[src/rtl/serial_add_sub_pkg.sv]
// Shared definitions for the digit-serial adder/subtractor.
// Holds the FSM encoding, the op encoding and helpers that derive the step
// count N = WIDTH/K and the step-counter width from the top's parameters.
package serial_add_sub_pkg;

  typedef enum logic [1:0] {
    IDLE = 2'd0,
    BUSY = 2'd1,
    DONE = 2'd2
  } state_t;

  localparam logic OP_ADD = 1'b0;
  localparam logic OP_SUB = 1'b1;

  // Default configuration: 32-bit operands, one bit per step.
  localparam int DEF_WIDTH = 32;
  localparam int DEF_K     = 1;

  function automatic int calc_steps(input int width, input int k);
    return width / k;
  endfunction

  // A single-step configuration still needs a 1-bit counter.
  function automatic int calc_cnt_w(input int n);
    return (n > 1) ? $clog2(n) : 1;
  endfunction

  localparam int DEF_N     = calc_steps(DEF_WIDTH, DEF_K);
  localparam int DEF_CNT_W = calc_cnt_w(DEF_N);

endpackage

[src/rtl/serial_add_sub_digit_adder.sv]
// K-bit ripple chain of F_ADD full-adder cells.
// Ports: a, b (K bits), cin -> sum (K bits), cout (chain carry-out),
//        c_top_in (carry into the top bit of the chain, used for overflow).
// F_ADD is the 1-bit full-adder library cell; a behavioural model of it is
// kept here so the block elaborates stand-alone.
module F_ADD (
  input  logic A,
  input  logic B,
  input  logic CI,
  output logic S,
  output logic CO
);
  assign S  = A ^ B ^ CI;
  assign CO = (A & B) | (CI & (A ^ B));
endmodule

module digit_adder #(
  parameter int K = 1
) (
  input  logic [K-1:0] a,
  input  logic [K-1:0] b,
  input  logic         cin,
  output logic [K-1:0] sum,
  output logic         cout,
  output logic         c_top_in
);
  logic [K:0] c;

  assign c[0] = cin;

  for (genvar i = 0; i < K; i++) begin : g_fa
    F_ADD u_fa (
      .A (a[i]),
      .B (b[i]),
      .CI(c[i]),
      .S (sum[i]),
      .CO(c[i+1])
    );
  end

  assign cout     = c[K];
  // For K=1 this is simply cin, i.e. the carry held from the previous step.
  assign c_top_in = c[K-1];
endmodule

[src/rtl/serial_add_sub.sv]
// Digit-serial adder/subtractor. Processes BITS_PER_CYCLE bits per clock over
// N = WIDTH/BITS_PER_CYCLE steps; returns result plus carry/overflow/zero.
// Ports:
//   I_CLK, I_RST          clock, synchronous active-high reset
//   I_VALID/O_READY       request handshake (I_OP_SUB, I_A, I_B)
//   O_VALID/I_READY       result handshake (O_RESULT, O_CARRY, O_OVF, O_ZERO)
// One operation in flight; O_READY only in IDLE, O_VALID only in DONE.
module serial_add_sub
  import serial_add_sub_pkg::*;
#(
  parameter int WIDTH          = DEF_WIDTH,
  parameter int BITS_PER_CYCLE = DEF_K
) (
  input  logic             I_CLK,
  input  logic             I_RST,
  input  logic             I_VALID,
  output logic             O_READY,
  input  logic             I_OP_SUB,
  input  logic [WIDTH-1:0] I_A,
  input  logic [WIDTH-1:0] I_B,
  output logic             O_VALID,
  input  logic             I_READY,
  output logic [WIDTH-1:0] O_RESULT,
  output logic             O_CARRY,
  output logic             O_OVF,
  output logic             O_ZERO
);
  localparam int K     = BITS_PER_CYCLE;
  localparam int N     = calc_steps(WIDTH, K);
  localparam int CNT_W = calc_cnt_w(N);

  state_t           state, state_nxt;
  logic [WIDTH-1:0] a_sh, b_sh, res_sh, res_nxt;
  logic             carry_r;
  logic [CNT_W-1:0] cnt;
  logic             last;
  logic [K-1:0]     d_sum;
  logic             d_cout, d_ctop;

  digit_adder #(.K(K)) u_digit (
    .a       (a_sh[K-1:0]),
    .b       (b_sh[K-1:0]),
    .cin     (carry_r),
    .sum     (d_sum),
    .cout    (d_cout),
    .c_top_in(d_ctop)
  );

  assign last     = (cnt == CNT_W'(N - 1));
  assign O_RESULT = res_sh;

  // Sum digits enter at the MSB end; after N steps the LSB digit has reached
  // bit 0. A shift by K==WIDTH yields zero, so the K=WIDTH case needs no
  // special handling.
  always_comb begin
    res_nxt = res_sh >> K;
    res_nxt[WIDTH-1 -: K] = d_sum;
  end

  always_comb begin
    state_nxt = state;
    case (state)
      IDLE:    if (I_VALID)  state_nxt = BUSY;
      BUSY:    if (last)     state_nxt = DONE;
      DONE:    if (I_READY)  state_nxt = IDLE;
      default:               state_nxt = IDLE;
    endcase
  end

  always_ff @(posedge I_CLK) begin
    if (I_RST) begin
      state   <= IDLE;
      O_READY <= 1'b1;
      O_VALID <= 1'b0;
    end else begin
      state   <= state_nxt;
      O_READY <= (state_nxt == IDLE);
      O_VALID <= (state_nxt == DONE);
    end
  end

  always_ff @(posedge I_CLK) begin
    if (I_RST) begin
      a_sh    <= '0;
      b_sh    <= '0;
      res_sh  <= '0;
      carry_r <= 1'b0;
      cnt     <= '0;
      O_CARRY <= 1'b0;
      O_OVF   <= 1'b0;
      O_ZERO  <= 1'b0;
    end else begin
      case (state)
        IDLE: if (I_VALID) begin
          // Subtract as A + ~B + 1: invert B and seed the carry with 1.
          a_sh    <= I_A;
          b_sh    <= I_B ^ {WIDTH{I_OP_SUB == OP_SUB}};
          carry_r <= (I_OP_SUB == OP_SUB);
          cnt     <= '0;
        end
        BUSY: begin
          res_sh  <= res_nxt;
          a_sh    <= a_sh >> K;
          b_sh    <= b_sh >> K;
          carry_r <= d_cout;
          cnt     <= cnt + 1'b1;
          if (last) begin
            O_CARRY <= d_cout;
            O_OVF   <= d_ctop ^ d_cout;
            O_ZERO  <= (res_nxt == '0);
          end
        end
        default: ;
      endcase
    end
  end

endmodule

[config.mk]
export PLATFORM = sky130hd
export DESIGN_NAME = serial_add_sub
export DESIGN_NICKNAME = d
export VERILOG_FILES = /design/src/rtl/serial_add_sub_pkg.sv /design/src/rtl/serial_add_sub_digit_adder.sv /design/src/rtl/serial_add_sub.sv
export SDC_FILE = /design/constraint.sdc
export NUM_CORES = 1
export LEC_CHECK = 0
export CAP_MARGIN = 10
export CORE_ASPECT_RATIO = 0.8
export CORE_MARGIN = 2
export CORE_UTILIZATION = 35
export DETAILED_ROUTE_END_ITERATION = 12
export HOLD_SLACK_MARGIN = 0.06
export PLACE_DENSITY_LB_ADDON = 0.08
export SYNTH_ARGS = -nofsm -noshare
export SYNTH_HDL_FRONTEND = slang
export SYNTH_SLANG_ARGS = --single-unit
[constraint.sdc]
create_clock -name I_CLK -period 2.42 [get_ports I_CLK]
set_clock_uncertainty 0.05 [all_clocks]
set_input_delay 0.726 -clock I_CLK [delete_from_list [all_inputs] [get_ports I_CLK]]
set_output_delay 0.726 -clock I_CLK [all_outputs]
set_load 0.1 [all_outputs]
# == After elaboration in Yosys (flattened, before gate mapping) ==
# Cells that the tools add are included.
# totals
regBits,109
input_bits,69
output_inout_bits,37
elab_cells,42
# op_classes
add_sub_neg,1
n_eq_ne,5
n_mux,12
bitwise,7
n_reduce_logical,6
# ops
op,count
$pmux 32 s2,2
$mux 32,2
$logic_not 32->1,1
$xor 32x32->32,1
$pmux 5 s2,1
$mux 2,3
$pmux 2 s3,1
$add 5x1->5 const B,1
$eq 5x5->1 const B,1
$mux 5,1
$eq 2x2->1 const B,2
$logic_not 2->1,2
$reduce_and 2->1,2
$xor 1x1->1,3
$and 1x1->1,2
$eq 2x1->1 const B,1
$ne 2x2->1 const B,1
$pmux 1 s2,1
$reduce_bool 2->1,1
$mux 1,1
$or 1x1->1,1

# == Depth between registers and ports, before layout ==
# Gate-level depths: netlist of the first run.
# logic_depth
depth_word,4
depth_mapped,7
mapped_depth_nobuf,6

# == Cells and area by module ==
# From an unflattened synthesis of the first run, not the netlist that was laid out.
# hier_totals
hier_cells,602
area_unflattened_um2,4774.6
# modules_own_cells
module,n_inst,cells_each,area_per_inst_um2,seq_area_each_um2
serial_add_sub,1,600,4747.1,2182.1
F_ADD,1,1,20.0,0.0
digit_adder,1,1,7.5,0.0

# == Worst setup path before layout of the first run ==
# OpenSTA, ideal clock, no wires.
# synth_timing
path_type,flip-flop to flip-flop
startpoint,reg carry_r
endpoint,reg O_ZERO
setup_time_ps,84
t_arrival_ps,1883
required_time_ps,2286
setup_slack_ps,402
path_stages_with_launch,7
n_path_buf,0
cell_sequence,dfxtp_1 -> inv_1 -> fa_1 -> nor4b_1 -> nand4_1 -> or4_1 -> o31ai_2
# synth_via
elab_chain_len,2
# synth_rtl
element,line,text
"start, declared",serial_add_sub.sv:34,logic carry_r;
"start signal, assigned",serial_add_sub.sv:98,carry_r <= (I_OP_SUB == OP_SUB);
"start signal, assigned",serial_add_sub.sv:105,carry_r <= d_cout;
$xor 1x1->1,serial_add_sub_digit_adder.sv:13,assign S = A ^ B ^ CI;
$logic_not 32->1,serial_add_sub.sv:110,O_ZERO <= (res_nxt == '0);
"end signal, assigned",serial_add_sub.sv:110,
"end, declared",serial_add_sub.sv:26,output logic O_ZERO
# Every way passes these cells.
# A chain may end at the register's enable or synchronous reset.

# == Worst setup path after layout of the first run ==
# Ends and elaborated chain as after synthesis.

==> impl_metrics.prom, run 1 <==
# TYPE chip_impl_metric gauge
chip_impl_metric{name="die_w",unit="microns"} 134
chip_impl_metric{name="setup_viol",unit=""} 0
chip_impl_metric{name="first_global_vias",unit=""} 4046
chip_impl_metric{name="whs_path_depth",unit=""} 2
chip_impl_metric{name="timing_hold_violations_final",unit=""} 0
chip_impl_metric{name="top_level_ports",unit=""} 106
chip_impl_metric{name="pre_cts_slack",unit="ns"} 0.0894
chip_impl_metric{name="synth_enable_flop_cells",unit=""} 0
chip_impl_metric{name="cts_buffer_depth",unit=""} 2
chip_impl_info{name="critPathCaptureType",value="register"} 1
chip_impl_info{name="start_kind",value="register"} 1
chip_impl_metric{name="dp_hpwl",unit="mm"} 7.62
chip_impl_metric{name="grt_antenna_before_repair",unit=""} 0
chip_impl_metric{name="finalMaxSlewViolations",unit=""} 0
chip_impl_info{name="ys.flop_type",value="sky130_fd_sc_hd__dfxtp_1"} 1
chip_impl_metric{name="ys_warnings",unit=""} 0
chip_impl_info{name="min_path_type",value="register to register"} 1
chip_impl_metric{name="numCtsBuffers",unit=""} 9
chip_impl_metric{name="gr-usage-all-layers",unit="%"} 16.5
chip_impl_metric{name="die_h",unit="microns"} 108
chip_impl_info{name="most-common-layout-cells",value="sky130_fd_sc_hd__nor2_1, sky130_fd_sc_hd__dfxtp_1, sky130_fd_sc_hd__a21oi_1, sky130_fd_sc_hd__clkdlybuf4s50_1, sky130_fd_sc_hd__nand2_1"} 1
chip_impl_metric{name="clock_insertion_delay_worst_skew",unit="ns"} 0.34
chip_impl_metric{name="placement_rows",unit=""} 38
chip_impl_metric{name="core-area",unit="sq um"} 13400
chip_impl_metric{name="die_area",unit="sq um"} 14600
chip_impl_metric{name="maxCapViolations",unit=""} 0
chip_impl_metric{name="viasPerCell",unit=""} 4.99
chip_impl_metric{name="fillerInstances",unit=""} 1361
chip_impl_metric{name="ff2ff_setup_slack",unit="ns"} 0.19
chip_impl_metric{name="grt_first_pass_wirelength",unit="mm"} 19.7
chip_impl_metric{name="r2r.worst_path.cells",unit=""} 7
chip_impl_metric{name="initial_utilization",unit="%"} 35.5
chip_impl_info{name="result_of_the_run",value="finished, final reports clean"} 1
chip_impl_metric{name="syn_area_per_cell",unit="sq um"} 7.93
chip_impl_metric{name="max_slew.worst_pin.slew",unit="ns"} 0.681
chip_impl_metric{name="maximum_number_of_pins_on_one_net_before_global_route_repair",unit=""} 109
chip_impl_metric{name="post_route_cells_drive_above_1_share",unit="%"} 11.1
chip_impl_metric{name="nNetsFinal",unit=""} 752
chip_impl_metric{name="ctsHtreeMaxLevel",unit=""} 3
chip_impl_metric{name="power_density",unit="nW/um^2"} 633
chip_impl_metric{name="fin_crit",unit="ns"} 2.23
chip_impl_metric{name="async_reset_ff_share",unit="%"} 0
chip_impl_metric{name="cts_sinks",unit=""} 109
chip_impl_metric{name="syn-num-nets",unit=""} 673
chip_impl_info{name="clk_root_buffer_cell",value="sky130_fd_sc_hd__clkbuf_16"} 1
chip_impl_metric{name="ffs_latches_synth",unit=""} 109
chip_impl_info{name="final_common_cell",value="sky130_fd_sc_hd__nor2_1"} 1
chip_impl_metric{name="path_clk_slew",unit="ns"} 0.07
chip_impl_metric{name="layout-area-overhead-vs-synth",unit="%"} 30.1
chip_impl_info{name="rsz0062_at_grt",value="false"} 1
chip_impl_metric{name="cts_hold_buffers",unit=""} 0
chip_impl_metric{name="setup_total_negative_slack",unit="ns"} 0
chip_impl_metric{name="grt_overflow_total",unit=""} 0
chip_impl_metric{name="dr.pass1.iters",unit=""} 7
chip_impl_metric{name="antenna_cells",unit=""} 0
chip_impl_metric{name="io_buffers",unit=""} 105
chip_impl_info{name="cts_tree",value="done"} 1
chip_impl_metric{name="first_iter_violations",unit=""} 352
chip_impl_info{name="timing_worst_setup_path_type",value="register to register"} 1
chip_impl_metric{name="critPathMaxFanout",unit=""} 2
chip_impl_metric{name="vdd.ir_drop.worst",unit="V"} 0.000344
chip_impl_metric{name="max_freq",unit="MHz"} 448
chip_impl_metric{name="routedWlPerCell",unit="microns"} 13.8
chip_impl_metric{name="relSlewSlack",unit="%"} 54.6
chip_impl_metric{name="postRouteAntennaNets",unit=""} 0
chip_impl_metric{name="critPathArrivalTime",unit="ns"} 2.44
chip_impl_metric{name="seq_area_frac_synth",unit="%"} 45.8
chip_impl_metric{name="route.vias.total",unit=""} 4313
chip_impl_metric{name="period_share",unit="%"} 92.2
chip_impl_metric{name="post_synth_num_cell_types",unit=""} 32
chip_impl_metric{name="postRouteWirelength",unit="mm"} 11.9
chip_impl_metric{name="power.total",unit="W"} 0.00392
chip_impl_metric{name="setup_ws",unit="ns"} 0.188
chip_impl_metric{name="finish.utilization",unit="%"} 46.2
chip_impl_metric{name="worstPathRequired",unit="ns"} 2.63
chip_impl_metric{name="remaining_drc_errors",unit=""} 0
chip_impl_metric{name="finalWeightedCongestion",unit=""} 0.770
chip_impl_metric{name="power.static_leakage",unit="nW"} 2.45
chip_impl_metric{name="synthesis.area",unit="sq um"} 4760
chip_impl_metric{name="netlist_instances",unit=""} 601
chip_impl_metric{name="timing.hold.ws",unit="ns"} 0.417
## where the power goes
group          internal (W)  switching (W)
sequential          0.00189      0.0000515
combinational      0.000302       0.000326
clock              0.000728       0.000626
total               0.00292        0.00100
## metrics by stage
stage	area, sq um	instances
after floorplan	4760	601
final	6200	865
after CTS	6190	865
after global placement	5920	849
after global routing	6200	865
after detailed placement	5920	849
## kinds of logic (layout without fill, tap and decap cells)
kind of cell	Yosys count	after routing	synth area share, %
compound gates	111	111	15.6
fa+ha+maj	3	3	0.945
mux	1	1	0.210
flops	109	109	45.8
xor+xnor	33	33	6.07
buf+inv	60	144	5.28
simple gates	284	284	26.1
## critical path, cell delays in order (launching register included)
cell	delay [ns]
sky130_fd_sc_hd__dfxtp_1	0.35
sky130_fd_sc_hd__inv_1	0.08
sky130_fd_sc_hd__fa_1	0.59
sky130_fd_sc_hd__nor4b_2	0.20
sky130_fd_sc_hd__buf_4	0.14
sky130_fd_sc_hd__nand4_1	0.07
sky130_fd_sc_hd__or4_1	0.50
sky130_fd_sc_hd__o31ai_2	0.18
## synth_stat cells, types with 2 or more instances
cell type                  instances  area [sq um]
sky130_fd_sc_hd__nor4_1            5          31.3
sky130_fd_sc_hd__ha_1              2          25.0
sky130_fd_sc_hd__clkbuf_1         31           116
sky130_fd_sc_hd__buf_1             3          11.3
sky130_fd_sc_hd__dfxtp_1         109          2180
sky130_fd_sc_hd__nand3_1           2          10.0
sky130_fd_sc_hd__a222oi_1         31           310
sky130_fd_sc_hd__a22oi_1           5          37.5
sky130_fd_sc_hd__inv_1             5          18.8
sky130_fd_sc_hd__a21oi_1          68           340
sky130_fd_sc_hd__nor2_1          138           518
sky130_fd_sc_hd__buf_2            21           105
sky130_fd_sc_hd__nand3b_1          2          15.0
sky130_fd_sc_hd__xor2_1           32           280
sky130_fd_sc_hd__nor2b_1          31           194
sky130_fd_sc_hd__a211oi_1          4          30.0
sky130_fd_sc_hd__nor3_1           31           155
sky130_fd_sc_hd__or4_1             2          15.0
sky130_fd_sc_hd__nand2_1          65           244
sky130_fd_sc_hd__nand4_1           2          12.5
## path summary, 6_finish.rpt
path                             start                   to
setup reg to reg  carry_r$_SDFFE_PP0P_  O_ZERO$_SDFFE_PP0P_
hold / removal      O_OVF$_SDFFE_PP0P_   O_OVF$_SDFFE_PP0P_
hold reg to reg     O_OVF$_SDFFE_PP0P_   O_OVF$_SDFFE_PP0P_
setup / recovery  carry_r$_SDFFE_PP0P_  O_ZERO$_SDFFE_PP0P_
## cell type report
| class | instances | area [sq um] | share of cell area (%) |
|---|---|---|---|
| Clock buffer | 13 | 250 | 4.04 |
| Clock inverter | 3 | 21.3 | 0.343 |
| Inverter | 5 | 18.8 | 0.303 |
| Multi-Input combinational cell | 432 | 2350 | 38.0 |
| Sequential cell | 109 | 2180 | 35.2 |
| Tap cell | 180 | 225 | 3.63 |
| Timing Repair Buffer | 123 | 1150 | 18.5 |
## repair_timing
| action | CTS | global route |
|---|---|---|
| setup endpoints to repair | 0 | 1 |
| resized for setup | 0 | 1 |
| endpoints found under the hold margin | 0 | 0 |
| buffers inserted | 0 | 0 |
## routing by layer
| layer | track usage (%) | up-vias | routed length [microns] |
|---|---|---|---|
| met4 | 3.61 | 0 | 103 |
| met1 | 22.5 | 2010 | 5770 |
| met2 | 25.7 | 97 | 5230 |
| met5 | 0 | - | 0 |
| met3 | 5.39 | 10 | 820 |
| li1 | - | 2196 | - |
## state kept, by name, summed over array words and instances, names as in the netlist
signal,flops
O_READY,1
state,2
b_sh,32
carry_r,1
O_VALID,1
cnt,5
O_CARRY,1
O_OVF,1
O_ZERO,1
a_sh,32
O_RESULT,32
No activity file was read; power rests on OpenSTA's default activity.
==> run 2: changes to the inputs <==
MAX_ROUTING_LAYER = met4   (was not set)
==> run 2 against run 1 <==
  * Global-route usage rose by 0.51 points
  * First-iteration DRC count fell by 0.57%
  * Sequential share of layout area did not move
  * Combinational power barely moved
  * Fmax barely moved
  * Utilization did not move
  * Critical path type unchanged
==> impl_metrics.prom, run 2 (same netlist as run 1, synthesis figures left out) <==
# TYPE chip_impl_metric gauge
chip_impl_info{name="result_of_the_run",value="finished, final reports clean"} 1
chip_impl_metric{name="fillerInstances",unit=""} 1361
chip_impl_metric{name="placement_rows",unit=""} 38
chip_impl_info{name="worst_path_dominant_cell_family",value="simple AND/OR/NAND/NOR gates"} 1
chip_impl_metric{name="power_density",unit="nW/um^2"} 633
chip_impl_metric{name="grt_first_pass_wirelength",unit="mm"} 19.7
chip_impl_metric{name="antenna_cells",unit=""} 0
chip_impl_info{name="min_path_type",value="register to register"} 1
chip_impl_metric{name="relSlewSlack",unit="%"} 54.7
chip_impl_info{name="final_common_cell",value="sky130_fd_sc_hd__nor2_1"} 1
chip_impl_metric{name="path_clk_slew",unit="ns"} 0.07
chip_impl_metric{name="routedWlPerCell",unit="microns"} 13.8
chip_impl_metric{name="die_area",unit="sq um"} 14600
chip_impl_metric{name="nNetsFinal",unit=""} 752
chip_impl_metric{name="initial_utilization",unit="%"} 35.5
chip_impl_info{name="critPathCaptureType",value="register"} 1
chip_impl_metric{name="period_share",unit="%"} 92.2
chip_impl_info{name="clk_root_buffer_cell",value="sky130_fd_sc_hd__clkbuf_16"} 1
chip_impl_metric{name="first_iter_violations",unit=""} 350
chip_impl_metric{name="post-cts-setup-buffer-count",unit=""} 0
chip_impl_metric{name="worstPathBufferInverterCount",unit=""} 2
chip_impl_metric{name="postRouteWirelength",unit="mm"} 11.9
chip_impl_metric{name="first_global_vias",unit=""} 4047
chip_impl_metric{name="power.share.sequential",unit="%"} 49.5
chip_impl_info{name="cts_tree",value="done"} 1
chip_impl_metric{name="grt_overflow_total",unit=""} 0
chip_impl_metric{name="netSwitchingFraction",unit="%"} 25.6
chip_impl_metric{name="finalMaxSlewViolations",unit=""} 0
chip_impl_metric{name="worstPathRequired",unit="ns"} 2.63
chip_impl_metric{name="timing_hold_violations_final",unit=""} 0
chip_impl_metric{name="finalWeightedCongestion",unit=""} 0.781
chip_impl_metric{name="design_area",unit="sq um"} 6200
chip_impl_info{name="timing_worst_setup_path_type",value="register to register"} 1
chip_impl_metric{name="pre_cts_slack",unit="ns"} 0.0894
chip_impl_metric{name="postRouteAntennaNets",unit=""} 0
chip_impl_metric{name="p_int",unit="W"} 0.00292
chip_impl_metric{name="combPwrFrac",unit="%"} 16.0
chip_impl_metric{name="setup_total_negative_slack",unit="ns"} 0
chip_impl_metric{name="die_h",unit="microns"} 108
chip_impl_metric{name="cts_sinks",unit=""} 109
chip_impl_metric{name="numCtsBuffers",unit=""} 9
chip_impl_metric{name="layout-area-overhead-vs-synth",unit="%"} 30.1
chip_impl_metric{name="dp_hpwl",unit="mm"} 7.62
chip_impl_metric{name="crit_path_max_incr_delay",unit="ns"} 0.59
chip_impl_metric{name="clkPwrFrac",unit="%"} 34.5
chip_impl_info{name="rsz0062_at_grt",value="false"} 1
chip_impl_metric{name="route.vias.total",unit=""} 4339
chip_impl_metric{name="core-area",unit="sq um"} 13400
chip_impl_metric{name="power.net_switching",unit="W"} 0.00100
chip_impl_metric{name="post_route_cells_drive_above_1_share",unit="%"} 11.1
chip_impl_metric{name="critPathMaxFanout",unit=""} 2
chip_impl_metric{name="fin_crit",unit="ns"} 2.23
chip_impl_metric{name="io_buffers",unit=""} 105
chip_impl_metric{name="ctsHtreeMaxLevel",unit=""} 3
chip_impl_info{name="path_cells",value="inv_1, fa_1, nor4b_2, buf_4, nand4_1, or4_1, o31ai_2"} 1
chip_impl_metric{name="setup_viol",unit=""} 0
chip_impl_metric{name="remaining_drc_errors",unit=""} 0
chip_impl_metric{name="maximum_number_of_pins_on_one_net_before_global_route_repair",unit=""} 109
chip_impl_metric{name="max_freq",unit="MHz"} 448
chip_impl_metric{name="cts_hold_buffers",unit=""} 0
chip_impl_metric{name="grt_antenna_before_repair",unit=""} 0
chip_impl_metric{name="cts_buffer_depth",unit=""} 2
chip_impl_metric{name="top_level_ports",unit=""} 106
chip_impl_metric{name="placed_cell_area",unit="sq um"} 5920
chip_impl_metric{name="vdd.ir_drop.worst",unit="V"} 0.000344
chip_impl_info{name="most-common-layout-cells",value="sky130_fd_sc_hd__nor2_1, sky130_fd_sc_hd__dfxtp_1, sky130_fd_sc_hd__a21oi_1, sky130_fd_sc_hd__clkdlybuf4s50_1, sky130_fd_sc_hd__nand2_1"} 1
chip_impl_metric{name="maxCapViolations",unit=""} 0
chip_impl_metric{name="dr.pass1.iters",unit=""} 8
chip_impl_metric{name="cts.repair.resized",unit=""} 0
chip_impl_metric{name="setup_ws",unit="ns"} 0.189
chip_impl_metric{name="power.static_leakage",unit="nW"} 2.45
chip_impl_metric{name="max_slew.worst_pin.slew",unit="ns"} 0.680
chip_impl_info{name="crit_slowest_cell",value="sky130_fd_sc_hd__fa_1"} 1
chip_impl_info{name="start_kind",value="register"} 1
chip_impl_metric{name="die_w",unit="microns"} 134
chip_impl_metric{name="gr-usage-all-layers",unit="%"} 17.0
chip_impl_metric{name="clock_insertion_delay_worst_skew",unit="ns"} 0.34
chip_impl_metric{name="viasPerCell",unit=""} 5.02
chip_impl_metric{name="critPathArrivalTime",unit="ns"} 2.44
-- run 2: cell counts in the layout (fill, tap and decap cells not counted) --
No cell type changed its count.
-- run 2: layout make-up --
cell class	instances	area (sq um)	share of cell area, %
clock buffer	13	250	4.04
clock inverter	3	21.3	0.343
inverter	5	18.8	0.303
multi-input combinational	432	2350	38.0
sequential	109	2180	35.2
tap	180	225	3.63
timing repair buffer	123	1150	18.5
-- run 2: power groups by stage --
stage               Sequential, W  Clock (W)  Combinational (W)
finish                    0.00194    0.00135           0.000627
global route              0.00195    0.00147           0.000705
CTS                       0.00194    0.00140           0.000634
floorplan                 0.00199          0           0.000377
detailed placement        0.00198          0           0.000630
global placement          0.00198          0           0.000620
-- run 2: through the flow --
| step | std cells | util (%) | total power [W] | hold slack [ns] |
|---|---|---|---|---|
| finish | 865 | 46.2 | 0.00392 | 0.417 |
| global placement | 849 | 44.2 | 0.00260 | 0.394 |
| detailed placement | 849 | 44.2 | 0.00261 | 0.401 |
| CTS | 865 | 46.2 | 0.00398 | 0.418 |
| floorplan | 601 | - | 0.00237 | 0.405 |
| global route | 865 | 46.2 | 0.00412 | 0.441 |
-- run 2: worst paths after layout --
| path | start | endpoint | slack [ns] | depth (start not counted) |
|---|---|---|---|---|
| worst max-delay path | carry_r$_SDFFE_PP0P_ | O_ZERO$_SDFFE_PP0P_ | 0.19 | 7 |
| worst min-delay path | O_OVF$_SDFFE_PP0P_ | O_OVF$_SDFFE_PP0P_ | 0.42 | 2 |
| worst max register to register | carry_r$_SDFFE_PP0P_ | O_ZERO$_SDFFE_PP0P_ | 0.19 | 7 |
| worst min register to register | O_OVF$_SDFFE_PP0P_ | O_OVF$_SDFFE_PP0P_ | 0.42 | 2 |
-- run 2: layer usage --
metal / vias to the layer above / share of wire (%) / global-route usage, % / routed length [microns]
met4: 0 / 0.89 / 3.61 / 106
met1: 2023 / 49 / 22.8 / 5790
met5: - / 0 / - / 0
met2: 104 / 44 / 25.7 / 5280
met3: 10 / 6.2 / 4.97 / 740
li1: 2202 / - / - / -
-- run 2: worst reg2reg max path, cell delays in order, from the launching register on --
cell,delay [ns]
sky130_fd_sc_hd__dfxtp_1,0.35
sky130_fd_sc_hd__inv_1,0.08
sky130_fd_sc_hd__fa_1,0.59
sky130_fd_sc_hd__nor4b_2,0.20
sky130_fd_sc_hd__buf_4,0.14
sky130_fd_sc_hd__nand4_1,0.07
sky130_fd_sc_hd__or4_1,0.50
sky130_fd_sc_hd__o31ai_2,0.18
==> run 3: changes to the inputs <==
SLEW_MARGIN = 40   (was not set)
==> results of run 3 <==
Final layout, timing and power as in run 2 (identical DEF).
==> RTL change: new RTL, settings of run 3 <==
`DEF_WIDTH`: 32 -> 64.
--- a/src/rtl/serial_add_sub_pkg.sv
+++ b/src/rtl/serial_add_sub_pkg.sv
@@ -15,3 +15,3 @@
   // Default configuration: 32-bit operands, one bit per step.
-  localparam int DEF_WIDTH = 32;
+  localparam int DEF_WIDTH = 64;
   localparam int DEF_K     = 1;
Ports: changed (resized I_A, I_B and O_RESULT); port bits go from 106 to 202. The function was not compared with the original's and may differ.
==> RTL change against run 3 <==
  * Setup slack got worse by 0.046 ns
  * Wire length increased by 96%
  * Hold slack improved by 0.0076 ns
  * Sequential cell count increased by 97
  * Power increased by 110%
  * Final area increased by 84%
  * Synthesized area increased by 76%
  * First-iteration DRC count increased by 120%
==> RTL change: results (changes against run 3) <==
[setup_path]
r2r_slack_ns=0.14  ; was 0.19 ns
reg2reg_depth=6  ; was 7
crit_slowest_cell=fa_2  ; was fa_1

[finish]
nNetsFinal=1246  ; was 752
n_fill_cell=2264  ; was 1,361

[power]
switching_power_uw=2027  ; was 1003 uW
pg_clk_uw=3530  ; was 1350 uW
power_leakage_uw=0.004291  ; was 0.002451 uW
seq_cell_power_uw=3680  ; was 1940 uW
p_total_uw=8278  ; was 3922 uW
ir_worst_vdd_mv=0.4500  ; was 0.3436 mV

[place]
gp_congestion=0.7341  ; was 0.7806
dp_hpwl_um=14940  ; was 7622 um
pre_cts_slack_ns=0.07555  ; was 0.08941 ns

[cts]
clock_latency_ns=0.50  ; was 0.34 ns
cts_buffer_depth=3  ; was 2
htreeDepth=1  ; was 3
numCtsBuffers=23  ; was 9

[global_route]
grt_max_degree=66  ; was 109
grt_pass1_vias=7035  ; was 4,047
grt_pass1_wl_um=37170  ; was 19,690 um
track_usage=0.1826  ; was 0.1703
antenna_found_initial=1  ; was 0

[route]
dr.pass1.iters=7  ; was 8
drt-initial-drc-count=762  ; was 350
viasPerCell=5.290  ; was 5.016
route.final.wire_length_um=23350  ; was 11,920 um

[yosys]
synthTopCellsByCount=dfxtp_1 (206), nor2_1 (140), nand2_1 (134)  ; was nor2_1 (138), dfxtp_1 (109), a21oi_1 (68)
syn-num-nets=1084  ; was 673
synth-seq-area-share=0.4914  ; was 0.4580
synth_area_leaders=dfxtp_1 (49%), a222oi_1 (7.5%), xor2_1 (6.7%), nor2_1 (6.3%), nand2_1 (6.0%)  ; was dfxtp_1 (46%), nor2_1 (11%), a21oi_1 (7.1%), a222oi_1 (6.5%), xor2_1 (5.9%)

[worst_hold_path]
hold_path.startpoint=O_RESULT[0]$_SDFFE_PP0P_  ; was O_OVF$_SDFFE_PP0P_
hold_end=O_RESULT[0]$_SDFFE_PP0P_  ; was O_OVF$_SDFFE_PP0P_

[sta]
fmax_ghz=0.4393  ; was 0.4483 GHz
tightest_slew_ns=0.7021  ; was 0.6800 ns

[status]
status=completed  ; unchanged

-- RTL change: cells by family after synthesis --
family,after synthesis,share of synthesized area
fa+ha+maj,2,0.003876
compound gates,266,0.2292
flops,206,0.4914
buf+inv,98,0.04965
xor+xnor,65,0.06784
simple gates,308,0.1528
mux,4,0.005218
-- RTL change: final cells by class --
| type | count | area share |
|---|---|---|
| timing repair buffer | 230 | 0.1937 |
| multi-input combinational | 645 | 0.3413 |
| clock inverter | 6 | 0.007360 |
| antenna | 1 | 0.0002197 |
| clock buffer | 34 | 0.05943 |
| sequential | 206 | 0.3621 |
| inverter | 5 | 0.001648 |
| tap | 312 | 0.03427 |
-- RTL change: per-layer routing --
metal,vias up,global-route usage,share of wire
met2,195,0.2599,0.42
met3,35,0.03098,0.050
met1,3610,0.2693,0.51
li1,3773,-,-
met5,-,-,0
met4,0,0.03784,0.017
-- RTL change: through the flow --
stage,area [um^2],instances
floorplan,8392,949
global placement,10620,1398
detailed placement,10620,1398
CTS,11380,1438
global route,11390,1439
finish,11390,1439
